### src/rtl/alu_resp_pipe.sv
// Two-stage ALU responder: capture stage, then decode/compute/result stage with an illegal-command counter.
// Optional macro ALU_ACC_EN turns A-table opcode 7 into an accumulate into the registered result c.
module alu_resp_pipe #(
  parameter int ERR_CNT_W = 8
) (
  input  logic                 clk,
  input  logic                 rst,
  input  logic                 ALU_en,
  input  logic                 a_en,
  input  logic                 b_en,
  input  logic [2:0]           a_op,
  input  logic [1:0]           b_op,
  input  logic signed [4:0]    A,
  input  logic signed [4:0]    B,
  output logic signed [5:0]    c,
  output logic                 c_valid,
  output logic                 err,
  output logic [ERR_CNT_W-1:0] err_cnt
);

  logic                vld_p1;
  logic                a_en_p1;
  logic                b_en_p1;
  logic [2:0]          a_op_p1;
  logic [1:0]          b_op_p1;
  logic signed [4:0]   a_p1;
  logic signed [4:0]   b_p1;

  logic                nop;
  logic                legal;
  logic signed [5:0]   res;
  logic                retire_ok;
  logic                retire_bad;

  function automatic logic [ERR_CNT_W-1:0] sat_inc(input logic [ERR_CNT_W-1:0] v);
    return (&v) ? v : v + 1'b1;
  endfunction

  // Returns {legal, result}; operands arrive already sign-extended to 6 bits.
  function automatic logic [6:0] compute(
    input logic              ae,
    input logic              be,
    input logic [2:0]        aop,
    input logic [1:0]        bop,
    input logic signed [5:0] a6,
    input logic signed [5:0] b6,
    input logic signed [5:0] cur
  );
    logic              ok;
    logic signed [5:0] r;
    ok = 1'b1;
    r  = '0;
    if (ae && !be) begin
      case (aop)
        3'd0: r = a6 + b6;
        3'd1: r = a6 - b6;
        3'd2: r = a6 ^ b6;
        3'd3: r = a6 & b6;
        3'd4: r = a6 | b6;
        3'd5: r = ~(a6 ^ b6);
        3'd6: r = a6;
        default: begin
`ifdef ALU_ACC_EN
          r = cur + a6;
`else
          r  = cur;
          ok = 1'b0;
`endif
        end
      endcase
    end else if (!ae && be) begin
      case (bop)
        2'd0: r = ~(a6 & b6);
        2'd1: r = b6 - a6;
        2'd2: r = b6;
        default: r = -a6;
      endcase
    end else begin
      ok = 1'b0;
    end
    return {ok, r};
  endfunction

  // ---- stage 1: capture ----
  always_ff @(posedge clk or posedge rst) begin
    if (rst) vld_p1 <= 1'b0;
    else     vld_p1 <= ALU_en;
  end

  always_ff @(posedge clk) begin
    if (ALU_en) begin
      a_p1    <= A;
      b_p1    <= B;
      a_en_p1 <= a_en;
      b_en_p1 <= b_en;
      a_op_p1 <= a_op;
      b_op_p1 <= b_op;
    end
  end

  // ---- stage 2: decode, compute, retire ----
  always_comb begin
    nop          = !a_en_p1 && !b_en_p1;
    {legal, res} = compute(a_en_p1, b_en_p1, a_op_p1, b_op_p1,
                           {a_p1[4], a_p1}, {b_p1[4], b_p1}, c);
    retire_ok    = vld_p1 && !nop && legal;
    retire_bad   = vld_p1 && !nop && !legal;
  end

  always_ff @(posedge clk or posedge rst) begin
    if (rst) begin
      c       <= '0;
      c_valid <= 1'b0;
      err     <= 1'b0;
      err_cnt <= '0;
    end else begin
      c_valid <= retire_ok;
      err     <= retire_bad;
      if (retire_ok)  c       <= res;
      if (retire_bad) err_cnt <= sat_inc(err_cnt);
    end
  end

endmodule

### config.mk
export PLATFORM = sky130hd
export DESIGN_NAME = alu_resp_pipe
export DESIGN_NICKNAME = d
export VERILOG_FILES = /design/src/rtl/alu_resp_pipe.sv
export SDC_FILE = /design/constraint.sdc
export NUM_CORES = 1
export LEC_CHECK = 0
export ABC_AREA = 1
export CAP_MARGIN = 0
export CORE_MARGIN = 2
export CORE_UTILIZATION = 59
export DETAILED_ROUTE_END_ITERATION = 8
export HOLD_SLACK_MARGIN = 0.05
export PLACE_DENSITY = 0.86
export SYNTH_ARGS = -nofsm -noshare
export SYNTH_HDL_FRONTEND = slang
export SYNTH_SLANG_ARGS = --single-unit
### constraint.sdc
create_clock -name clk -period 5.1 [get_ports clk]
set_input_delay 1.02 -clock clk [delete_from_list [all_inputs] [get_ports clk]]
set_output_delay 1.02 -clock clk [all_outputs]
set_load 0.005 [all_outputs]
==> results.cfg <==
[sta]
slew_viol_final = 0
period_needed_ps = 2570
final_hold_viol_count = 0
fmax_ghz = 0.389
slew-limit-headroom_pct = 47.3
finClkSkew_ps = 6.03
setup_tns_ps = 0
tightestPinTransition_ps = 788
setup_viol = 0
rsz0062_at_grt = false
fin_crit_sh_pct = 50.4

[detailed_routing]
drt-pass1-iter-count = 5
drt-total-wl_um = 5630
routedWlPerCell_um = 15.0
vias_per_cell = 5.76
drtIter0Drc = 153
drc = 0
dr_total_vias = 2165
ant_nets = 0

[power_and_ir_drop]
p_per_area_nw_per_um2 = 312
ir_drop_mv = 0.219
total_power_uw = 903
p_leak_uw = 0.00132

[clocking]
cts.sinks = 34
cts_setup_buffers = 0
cts_resized = 0
htreeDepth = 2
hold_buffers = 0
clockBufferDepth = 2
clkLatencyLatePin_ps = 290
cts_tree = yes
numCtsBuffers = 5
clock-root-buffer = clkbuf_8
cts.clk_slew.worst_paths_ps = 70

[final_layout]
fillCellCount = 289
area_growth_pct = 20.6
n_antenna_cell = 0
layout.nets = 370
layout-drive-gt1-share_pct = 5.52

[logic_synthesis]
ys_ff_latch = 34
synth_area_per_cell_um2 = 8.46
synth_seq_area_share_pct = 38.9
syn_nets = 329
yosys_warnings = 0
synth_cells = 284
synth.cell_area_um2 = 2400
synth.distinct_cells = 29

[critical_path]
path_cells = inv_1 -> ha_1 -> inv_1 -> o31ai_1 -> xor2_1 -> inv_1 -> ha_1 -> a21oi_1 -> o21ai_0 -> nor2_1 -> nand3_1 -> nand3_1 -> nand2_1 -> nand2_1 -> a21oi_1
start_kind = flip-flop
cp.required_ps = 5280
cp_max_fo = 6
critPathMostFrequentCell = inv_1
critPathKind = reg -> reg
critical-path-top-delay-family = compound AO/OA/AOI/OAI gates
crit_path_end_kind = flip-flop
critPathArrivalTime_ps = 2750
crit_slowest_cell = edfxtp_1
cpPeakStageDelay_ps = 430
critPathBufInv = 3

[place]
dp_hpwl_um = 4380
io_buffers = 35
gp_congestion = 0.956

[global_route]
grt_antenna_before_repair = 0
grt_pass1_wl_um = 9140
globalRouteTotalUtil_pct = 27.2
overflow = 0
grt_max_degree = 19
grt_pass1_vias = 2036

[die]
die_area_um2 = 4600
die_w_um = 67.8
rows = 23
die_height_um = 67.8
coreArea_um2 = 3970
ios = 36
initial_core_util_pct = 60.5

[hold_path]
hold_path.class = reg -> reg

[flow_run]
max_cap_violations = 0

[status]
status = finished clean
## placed cells by master (no fill, tap or decap), types with 12 or more instances in the layout
cell type and n:
dfrtp_1 17, nor2_1 28, inv_1 41, clkdlybuf4s50_1 35, edfxtp_1 17, nand2_1 53
ha_1 23, a21oi_1 15, nand3_1 18, o21ai_0 12
## through the flow
stage / hold WS, ps / util, % / instance area (um^2) / setup WS, ps / cells
after detailed placement: 487 / 70.8 / 2810 / 2580 / 368
after floorplan: 471 / - / 2400 / 2870 / 284
after global routing: 530 / 73.0 / 2900 / 2280 / 376
after CTS: 511 / 73.0 / 2900 / 2550 / 376
final: 506 / 73.0 / 2900 / 2530 / 376
after global placement: 481 / 70.8 / 2810 / 2660 / 368
## path summary, 6_finish.rpt
| path | start | endpoint | slack [ps] | depth (start not counted) |
|---|---|---|---|---|
| max in group asynchronous | rst | c[0] | 3580 | 2 |
| setup reg to reg | b_p1[0] | c[5] | 2530 | 15 |
| setup / recovery | b_p1[0] | c[5] | 2530 | 15 |
| min in group asynchronous | rst | c[3] | 1110 | 2 |
| hold reg to reg | err_cnt[7] | err_cnt[7] | 510 | 1 |
| hold / removal | err_cnt[7] | err_cnt[7] | 510 | 1 |
## where the power goes
part           internal, uW  switching [uW]
Combinational           157             161
Sequential              335            50.7
Clock                  96.3             103
## cell usage after synthesis, drive strengths merged
cell type	instances	area (um^2)
nand2	53	199
inv	42	158
nor2	31	139
ha	23	288
nand3	21	120
dfrtp	17	425
edfxtp	17	510
a21oi	15	75.1
o21ai	14	81.3
o22ai	8	50.1
xor2	8	70.1
nand4	6	37.5
o211ai	6	45.0
xnor2	5	43.8
a31oi	4	25.0
nor3	3	15.0
a211oi	2	27.5
fa	2	40.0
o2111ai	2	17.5
o31ai	2	15.0
clkbuf	1	3.75
mux2	1	11.3
or2	1	6.26
## per-layer routing
metal  up-vias  GRT usage (%)  wire length (um)
met5         -              0                 0
met4         0           11.0               159
met3        20           5.59               495
met2       117           44.6              2690
met1       984           35.2              2290
li1       1044              -                 -
## layout make-up
type	instances	area, um^2	area share (%)
Clock inverter	2	13.8	0.475
Tap cell	50	62.6	2.16
Timing Repair Buffer	35	350	12.1
Inverter	42	158	5.44
Clock buffer	6	72.6	2.50
Multi-Input combinational cell	207	1310	45.1
Sequential cell	34	936	32.3
## cell families (layout without fill, tap and decap cells)
logic type | count (synthesis) | after routing | share of synthesized area, %
adders and majority gates | 25 | 25 | 13.6
xor gates and xnor gates | 13 | 13 | 4.74
muxes | 1 | 1 | 0.468
AOI/OAI and AO/OA | 53 | 53 | 14.0
and+or+nand+nor | 115 | 115 | 21.5
DFF | 34 | 34 | 38.9
buffers and inverters | 43 | 85 | 6.72
## state kept, by name, summed over array words and instances, names as in the netlist
| name | cells |
|---|---|
| err | 1 |
| a_en_p1 | 1 |
| vld_p1 | 1 |
| b_op_p1 | 2 |
| a_op_p1 | 3 |
| c | 6 |
| b_p1 | 5 |
| err_cnt | 8 |
| b_en_p1 | 1 |
| a_p1 | 5 |
| c_valid | 1 |
Note: power is estimated with default switching activity, not from simulation.
